===== src/rtl/io_pkg.sv =====
// Shared definitions for the IO transfer controller family: FSM state encoding,
// counter width helper and default parameter values.
package io_pkg;

   // Controller states, in the order a full load/run/dump sequence visits them.
   typedef enum logic [3:0] {
      StLoad,
      StWr,
      StRun,
      StWaitDump,
      StRd,
      StRdWait,
      StTx,
      StTxWait,
      StDone
   } io_state_e;

   localparam int unsigned DefAddrW    = 16;
   localparam int unsigned DefLoadLen  = 65536;
   localparam int unsigned DefDumpBase = 0;
   localparam int unsigned DefDumpLen  = 65536;
   localparam int unsigned DefRdLat    = 1;
   localparam int unsigned DefAutoDump = 1;
   localparam int unsigned MaxRdLat    = 4;

   // Byte counters carry one extra bit so a length of 2^addr_w terminates
   // without wrapping back to zero.
   function automatic int unsigned cnt_width(input int unsigned addr_w);
      return addr_w + 1;
   endfunction

endpackage


===== src/rtl/io_lat_cnt.sv =====
// Down-counter for fixed memory-latency waits: load starts a LAT-cycle wait,
// expired is high in the last cycle of that wait.
module io_lat_cnt
   import io_pkg::*;
#(
   parameter int unsigned LAT = DefRdLat,
   parameter int unsigned W   = $clog2(MaxRdLat + 1)
) (
   input  logic clk,
   input  logic reset,
   input  logic load,
   output logic expired
);

   logic [W-1:0] cnt_q;

   // Counter register: reload on request, otherwise count down to zero and hold.
   always_ff @(posedge clk) begin
      if (reset) begin
         cnt_q <= '0;
      end else if (load) begin
         cnt_q <= W'(LAT);
      end else if (cnt_q != '0) begin
         cnt_q <= cnt_q - W'(1);
      end
   end

   // Expiry flag: the cycle holding count 1 is the final wait cycle.
   always_comb begin
      expired = (cnt_q == W'(1));
   end

endmodule


===== src/rtl/io_dma_ctrl.sv =====
// UART <-> memory transfer controller. Loads LOAD_LEN received bytes into the
// shared memory with the CPU held in reset, hands the memory to the CPU, then
// streams the DUMP_BASE/DUMP_LEN window back out over UART.
// All outputs are registered one cycle behind the state that requests them,
// so each strobe lands while its address is already stable.
module io_dma_ctrl
   import io_pkg::*;
#(
   parameter int unsigned ADDR_W    = DefAddrW,
   parameter int unsigned LOAD_LEN  = DefLoadLen,
   parameter int unsigned DUMP_BASE = DefDumpBase,
   parameter int unsigned DUMP_LEN  = DefDumpLen,
   parameter int unsigned RD_LAT    = DefRdLat,
   parameter int unsigned AUTO_DUMP = DefAutoDump
) (
   input  logic              clk,
   input  logic              reset,
   input  logic              rx_valid,
   input  logic              tx_done,
   input  logic              cpu_done,
   input  logic              dump_req,
   output logic              tx_start,
   output logic [ADDR_W-1:0] mem_addr,
   output logic              mem_we,
   output logic              mem_re,
   output logic              cpu_reset,
   output logic              sel,
   output logic              overrun,
   output logic              done
);

   localparam int unsigned CntW = cnt_width(ADDR_W);

   localparam logic [CntW-1:0]   LoadLenC  = CntW'(LOAD_LEN);
   localparam logic [CntW-1:0]   DumpLenC  = CntW'(DUMP_LEN);
   localparam logic [ADDR_W-1:0] DumpBaseC = ADDR_W'(DUMP_BASE);

   io_state_e         state_q, state_d;
   logic [CntW-1:0]   wr_cnt_q, wr_cnt_d;
   logic [CntW-1:0]   rd_cnt_q, rd_cnt_d;
   logic [ADDR_W-1:0] addr_q, addr_d;
   logic              overrun_q, overrun_d;
   logic              mem_we_q, mem_we_d;
   logic              mem_re_q, mem_re_d;
   logic              tx_start_q, tx_start_d;
   logic              sel_q, sel_d;
   logic              cpu_reset_q, cpu_reset_d;
   logic              done_q, done_d;

   logic              lat_load;
   logic              lat_expired;

   io_lat_cnt #(
      .LAT (RD_LAT)
   ) u_lat_cnt (
      .clk     (clk),
      .reset   (reset),
      .load    (lat_load),
      .expired (lat_expired)
   );

   // Latency wait starts as the read strobe is being issued.
   always_comb begin
      lat_load = (state_q == StRd);
   end

   // Next-state, counter and address decode.
   always_comb begin
      state_d   = state_q;
      wr_cnt_d  = wr_cnt_q;
      rd_cnt_d  = rd_cnt_q;
      addr_d    = addr_q;
      overrun_d = overrun_q;

      case (state_q)
         StLoad: begin
            if (rx_valid) begin
               addr_d  = wr_cnt_q[ADDR_W-1:0];
               state_d = StWr;
            end
         end
         StWr: begin
            // A byte arriving here would overwrite uart_rx's held byte before
            // it is written; it is dropped and flagged.
            if (rx_valid) begin
               overrun_d = 1'b1;
            end
            wr_cnt_d = wr_cnt_q + CntW'(1);
            state_d  = (wr_cnt_d == LoadLenC) ? StRun : StLoad;
         end
         StRun: begin
            if (cpu_done) begin
               state_d = (AUTO_DUMP != 0) ? StRd : StWaitDump;
            end
         end
         StWaitDump: begin
            if (dump_req) begin
               state_d = StRd;
            end
         end
         StRd: begin
            addr_d  = DumpBaseC + rd_cnt_q[ADDR_W-1:0];
            state_d = StRdWait;
         end
         StRdWait: begin
            if (lat_expired) begin
               state_d = StTx;
            end
         end
         StTx: begin
            state_d = StTxWait;
         end
         StTxWait: begin
            if (tx_done) begin
               rd_cnt_d = rd_cnt_q + CntW'(1);
               state_d  = (rd_cnt_d == DumpLenC) ? StDone : StRd;
            end
         end
         StDone: begin
            state_d = StDone;
         end
         default: begin
            state_d = StLoad;
         end
      endcase
   end

   // Output decode, registered below.
   always_comb begin
      mem_we_d    = (state_q == StWr);
      mem_re_d    = (state_q == StRd);
      tx_start_d  = (state_q == StTx);
      // sel rises one cycle after RUN entry so the final load write still sees
      // IO ownership, and drops as soon as RUN is left.
      sel_d       = (state_q == StRun) && (state_d == StRun);
      cpu_reset_d = !sel_d;
      done_d      = (state_q == StDone);
   end

   // State, counter and output registers with synchronous reset.
   always_ff @(posedge clk) begin
      if (reset) begin
         state_q     <= StLoad;
         wr_cnt_q    <= '0;
         rd_cnt_q    <= '0;
         addr_q      <= '0;
         overrun_q   <= 1'b0;
         mem_we_q    <= 1'b0;
         mem_re_q    <= 1'b0;
         tx_start_q  <= 1'b0;
         sel_q       <= 1'b0;
         cpu_reset_q <= 1'b1;
         done_q      <= 1'b0;
      end else begin
         state_q     <= state_d;
         wr_cnt_q    <= wr_cnt_d;
         rd_cnt_q    <= rd_cnt_d;
         addr_q      <= addr_d;
         overrun_q   <= overrun_d;
         mem_we_q    <= mem_we_d;
         mem_re_q    <= mem_re_d;
         tx_start_q  <= tx_start_d;
         sel_q       <= sel_d;
         cpu_reset_q <= cpu_reset_d;
         done_q      <= done_d;
      end
   end

   // Port drive.
   always_comb begin
      tx_start  = tx_start_q;
      mem_addr  = addr_q;
      mem_we    = mem_we_q;
      mem_re    = mem_re_q;
      cpu_reset = cpu_reset_q;
      sel       = sel_q;
      overrun   = overrun_q;
      done      = done_q;
   end

endmodule


===== config.mk =====
export PLATFORM = sky130hd
export DESIGN_NAME = io_dma_ctrl
export DESIGN_NICKNAME = d
export VERILOG_FILES = /design/src/rtl/io_pkg.sv /design/src/rtl/io_lat_cnt.sv /design/src/rtl/io_dma_ctrl.sv
export SDC_FILE = /design/constraint.sdc
export NUM_CORES = 1
export LEC_CHECK = 0
export BUFFER_PORTS_ARGS = -buffer_cell sky130_fd_sc_hd__clkbuf_2
export CORE_UTILIZATION = 48
export CTS_CLUSTER_DIAMETER = 60
export DETAILED_ROUTE_END_ITERATION = 8
export GPL_ROUTABILITY_DRIVEN = 0
export HOLD_SLACK_MARGIN = 0.06
export PLACE_DENSITY = 0.74
export SLEW_MARGIN = 20
export SYNTH_ARGS = -nofsm -noshare
export SYNTH_HDL_FRONTEND = slang
export SYNTH_SLANG_ARGS = --single-unit

===== constraint.sdc =====
create_clock -name clk -period 4.9 [get_ports clk]
set_input_delay 0.98 -clock clk [delete_from_list [all_inputs] [get_ports clk]]
set_output_delay 0.98 -clock clk [all_outputs]
set_load 0.005 [all_outputs]

# Word level (Yosys, flattened, before mapping)
# Cells that the tools add are included.
[op_classes]
addsub = 3
eq_ne = 13
mux = 12
reduce_logical = 10
[ops]
columns = ["operator", "count"]
rows = [
  ["$pmux W4 S9", 1],
  ["$add A17 B1 Y17 const B", 2],
  ["$eq A17 B17 Y1 const B", 2],
  ["$pmux W16 S2", 1],
  ["$mux W4", 6],
  ["$eq A4 B3 Y1 const B", 4],
  ["$mux W16", 1],
  ["$eq A4 B2 Y1 const B", 3],
  ["$reduce_and A2 Y1", 3],
  ["$eq A4 B1 Y1 const B", 1],
  ["$eq A4 B4 Y1 const B", 1],
  ["$logic_not A4 Y1", 1],
  ["$reduce_bool A2 Y1", 2],
  ["$eq A3 B1 Y1 const B", 1],
  ["$reduce_bool A3 Y1", 1],
  ["$sub A3 B1 Y3 const B", 1],
  ["$mux W1", 2],
  ["$mux W2", 1],
  ["$ne A2 B2 Y1 const B", 1],
  ["$reduce_or A2 Y1", 1],
  ["$logic_and A1 B1 Y1", 1],
  ["$logic_not A1 Y1", 1],
]
[totals]
reg_bits = 64
out_inout_bits = 23
wordCells = 51

# Longest topological paths before layout
[logic_depth]
word_depth = 8
ltp_mapped = 7

# Hierarchy
# Synthesis repeated with hierarchy kept, for this count alone.
[unflattened]
hier_cells = 389
area_unflattened_um2 = 3427.0
[modules_own_cells]
columns = ["module", "instances", "cells_each", "area_each_um2"]
rows = [
  ["io_dma_ctrl", 1, 371, 3233.1],
  ["io_lat_cnt", 1, 18, 193.9],
]

# Worst setup path before layout
# No wires, ideal clock.
[synth_path]
path_type = "in2reg"
start = "input reset"
end = "register overrun_q, in the netlist overrun"
setup_ps = 128
t_arrival_ps = 1855
required_ps = 4772
setup_slack_ps = 2917
cell_stages = 4
path_buffers = 3
cell_sequence = "clkbuf_1 -> clkbuf_1 -> clkbuf_1 -> nor2_1"
[synth_lines]
columns = ["element", "line", "rtl"]
rows = [
  ["start, declared", "io_dma_ctrl.sv:17", "input logic reset,"],
  ["end signal, assigned", "io_dma_ctrl.sv:159", "overrun_q <= overrun_d;"],
  ["end, declared", "io_dma_ctrl.sv:42", "logic overrun_q, overrun_d;"],
]
# No word-level cell between the ends.

# Worst setup path after layout
[layout_path]
start = "register rd_cnt_q[6]"
end = "register state_q[2]"
[layout_between]
elab_chain_len = 5
[layout_rtl]
columns = ["element", "line", "rtl"]
rows = [
  ["start, declared", "io_dma_ctrl.sv:40", "logic [CntW-1:0] rd_cnt_q, rd_cnt_d;"],
  ["start signal, assigned", "io_dma_ctrl.sv:157", "rd_cnt_q <= rd_cnt_d;"],
  ["$add A17 B1 Y17", "io_dma_ctrl.sv:115", "rd_cnt_d = rd_cnt_q + CntW'(1);"],
  ["$eq A17 B17 Y1", "io_dma_ctrl.sv:116", "state_d = (rd_cnt_d == DumpLenC) ? StDone : StRd;"],
  ["$mux W4", "io_dma_ctrl.sv:116", ""],
  ["$mux W4", "io_dma_ctrl.sv:114", "if (tx_done) begin"],
  ["$pmux W4 S9", "io_dma_ctrl.sv:75", "case (state_q)"],
  ["end signal, assigned", "io_dma_ctrl.sv:143", "state_q <= StLoad;"],
  ["end signal, assigned", "io_dma_ctrl.sv:155", "state_q <= state_d;"],
  ["end, declared", "io_dma_ctrl.sv:38", "io_state_e state_q, state_d;"],
]
# No other way between the ends.
# A chain may end at the register's enable or synchronous reset.

==> results by group <==
GRT
  • Met3 Resource Use GR: 0.06128
  • Gr busiest metal: met2
  • Grt ovf: 0
  • Grt met1 use: 0.2821
  • Global-route wire length before repair: 12090 µm
  • Met2 Track Usage GR: 0.3311
  • Tot GR Track Use: 0.2137
  • Largest net degree at the start of global routing: 63
  • Vias in the first global route: around 2500
  • Initial antenna violation count: 0

Detailed routing
  • Vias/cell: between 5 and 6
  • DRT Pass-1 Iters: 7
  • DR vias: between 2000 and 3000
  • Wirelength per Cell: between 10 and 15 µm
  • ANT nets after route: 0
  • Starting DRC count in detailed routing: about 210
  • Overall routed net length: a little over 7000 µm
  • Drt drc: 6

STA
  • Final setup fails: 0
  • Fin Setup TNS: 0 ps
  • Final hold vios: 0
  • Slew headroom: 0.5689
  • Fin crit period: around 2200 ps
  • Unrepaired setup endpoints after global routing: false
  • Setup Skew: just over 5 ps
  • Fin crit share: 0.4481
  • Max Slew Vio Count: 0
  • Worst Tran Pin Value: between 600 and 700 ps
  • Max Freq: roughly 460 MHz

Setup path
  • CP Class: flip-flop to flip-flop
  • R2R cell count: 5
  • Worst Path Max Fanout: 10
  • Capture point of the worst reg-to-reg path: state_q[2]$_SDFF_PP0_
  • Startpoint Class: flip-flop
  • Crit path buf inv count: 0
  • CP Capture Type: flip-flop
  • Crit path largest cell delay: between 500 and 600 ps
  • CP Data Required Time: about 5100 ps
  • Crit-path cells: nand4_1, nor4_2, a31oi_1, a2111oi_1, a2111oi_2
  • R2R Setup Slk: approximately 2700 ps
  • Critical path's slowest cell: dfxtp_1
  • Arr. time, crit path: between 2000 and 2500 ps
  • Reg2reg start: rd_cnt_q[6]$_SDFFE_PP0P_
  • CP delay by family, top: compound AO/OA/AOI/OAI gates

Yosys
  • Synthesis Warnings: 0
  • Predominant post-synthesis flop cell: dfxtp_1
  • Dominant cell type by area after synthesis: dfxtp_1
  • Synth Area in Compound Gates: 0.1054
  • Ys async rst share: 0
  • Register area share after synthesis: 0.3882
  • Synth top area cells: dfxtp_1, nor2_1, mux2i_1
  • Most instantiated library cell after synthesis: nor2_1
  • Largest family of logic cells by synthesized area: simple AND/OR/NAND/NOR gates
  • Post-synth EDFFs: 0
  • Post-Synth Simple-Gate Area: 0.2741
  • Post-synth cell types: 50
  • Syn Nets: approximately 390
  • Post-synthesis adder-cell area fraction: 0.01895
  • Syn Inst Count: between 300 and 400
  • Mapped Area: roughly 0.0033 mm²
  • Synth top cells by count: nor2_1, dfxtp_1, nand2_1
  • Post-synth top area share: 0.3882
  • Post-Syn Area per Cell: approximately 8.7 µm²
  • Multiplexer area fraction after synthesis: 0.06406
  • Seq cells post-synth: 64
  • Post-Synth XOR/XNOR Area: 0.09818

Pwr
  • Peak VDD IR: 189.5 µV
  • Pleak: approximately 1.4 nW
  • Pwr Density: between 300 and 400 mW/mm²

CTS
  • Post-CTS resize count: 0
  • Setup Fix Bufs, Post-CTS: 0
  • # hold bufs at CTS: 0
  • CTS root buf: clkbuf_8
  • CTS tree: done
  • Clk_lat worst skew: ~350 ps
  • Number of CTS-inserted buffers: 9
  • CTS max path bufs: 2
  • # H-tree levels: 3
  • Reg clk slew, reported paths: roughly 70 ps
  • CTS Sinks: 64

Cells and area
  • Area delta synth->final: 11.33%
  • Fill count: about 600
  • Share of cells above drive strength 1: 0.1600
  • Final Non-Filler Cells: about 480
  • Ant. Diodes: 0
  • Nets@finish: 406
  • Post-route design area: 0.003675 mm²

Floorplan
  • Die width: 84.93 µm
  • Core ar.: around 0.0065 mm²
  • Chip height: between 80 and 90 µm
  • Die area: between 0.007 and 0.008 mm²
  • Initial Util: 0.5082
  • Number of I/O pins: 29
  • Site Rows: 29

Place
  • Placed cell area: roughly 0.0034 mm²
  • Placed cell count: roughly 460
  • DP Wirelength: between 4000 and 5000 µm
  • Port Buf Inserts: 28

Status
  • Failing checks: DRC
  • Status: finished, violations left

Worst hold path
  • Min-delay src: overrun$_SDFFE_PP0P_
  • Hold EP: overrun$_SDFFE_PP0P_
  • Worst hold path type: flip-flop to flip-flop
  • Hold Path Cell Cnt: 2

Run
  • Max-Cap Viols: 0
## cells in the final DEF (no fill, tap or decap), drive strengths merged, types with 5 or more instances in the layout
master,count
nor4,8
buf,5
a21oi,11
a211oi,16
clkbuf,42
inv,6
nand4,19
nand3,12
ha,5
o21ai,9
xor2,19
xnor2,18
nor3,12
or3,8
nor2,66
dfxtp,64
nand2,24
mux2i,20
## worst register-to-register path: stages, from the launching register on
cell       delay [ps]
dfxtp_1           540
nand4_1           330
nor4_2            360
a31oi_1           190
a2111oi_1         500
a2111oi_2         140
## worst max-delay path by stage
stage                                   startpoint                   endpoint  slack, ps  cells after the start
after floorplan                              reset       overrun$_SDFFE_PP0P_       2920                      4
after global placement                     tx_done  rd_cnt_q[12]$_SDFFE_PP0P_       2650                      8
after detailed placement                   tx_done  rd_cnt_q[14]$_SDFFE_PP0P_       2600                      7
after CTS                 rd_cnt_q[6]$_SDFFE_PP0P_      state_q[2]$_SDFF_PP0_       2740                      5
after global routing      rd_cnt_q[6]$_SDFFE_PP0P_      state_q[2]$_SDFF_PP0_       2590                      6
final                     rd_cnt_q[6]$_SDFFE_PP0P_      state_q[2]$_SDFF_PP0_       2700                      5
## final cells by class
| cell class | instances | area (µm²) | share of cell area |
|---|---|---|---|
| Clock buffer | 14 | 172.7 | 0.04699 |
| Clock inverter | 2 | 60.06 | 0.01634 |
| Inverter | 6 | 22.52 | 0.006129 |
| Multi-Input combinational cell | 281 | 1864 | 0.5073 |
| Sequential cell | 64 | 1281 | 0.3487 |
| Tap cell | 77 | 96.34 | 0.02622 |
| Timing Repair Buffer | 33 | 177.7 | 0.04835 |
## cells by family (layout without fill, tap and decap cells)
| family | after synthesis | in the layout |
|---|---|---|
| buf+inv | 36 | 55 |
| xor+xnor | 37 | 37 |
| fa+ha+maj | 5 | 5 |
| compound gates | 50 | 50 |
| flops | 64 | 64 |
| simple gates | 168 | 168 |
| mux | 21 | 21 |
## per-layer routing
layer / vias to the layer above / wire (µm)
met5: - / 0
met4: 0 / 152
met3: 15 / 400
met2: 79 / 3104
met1: 1238 / 3467
li1: 1374 / -
## flip-flops by register name, summed over array words and instances, names as in the netlist
name / flops
sel: 1
overrun: 1
tx_start: 1
done: 1
rd_cnt_q: 17
mem_re: 1
mem_we: 1
cpu_reset: 1
state_q: 4
wr_cnt_q: 17
mem_addr: 16
u_lat_cnt.cnt_q: 3
## stage by stage
step | power, mW | setup slack, ps | hold slack [ps] | util
floorplan | 0.6475 | 2917 | 460.4 | -
global placement | 0.6733 | 2648 | 449.7 | 0.5300
detailed placement | 0.6791 | 2595 | 465.8 | 0.5300
CTS | 1.205 | 2738 | 482.3 | 0.5658
global route | 1.250 | 2587 | 522.9 | 0.5658
finish | 1.191 | 2704 | 472.4 | 0.5658
## power breakdown
group | internal [mW] | switching (mW) | leakage (nW)
logic | 0.0476 | 0.0629 | 0.716
clock network | 0.329 | 0.197 | 0.117
registers | 0.542 | 0.0134 | 0.520
No activity file was read; power rests on OpenSTA's default activity.
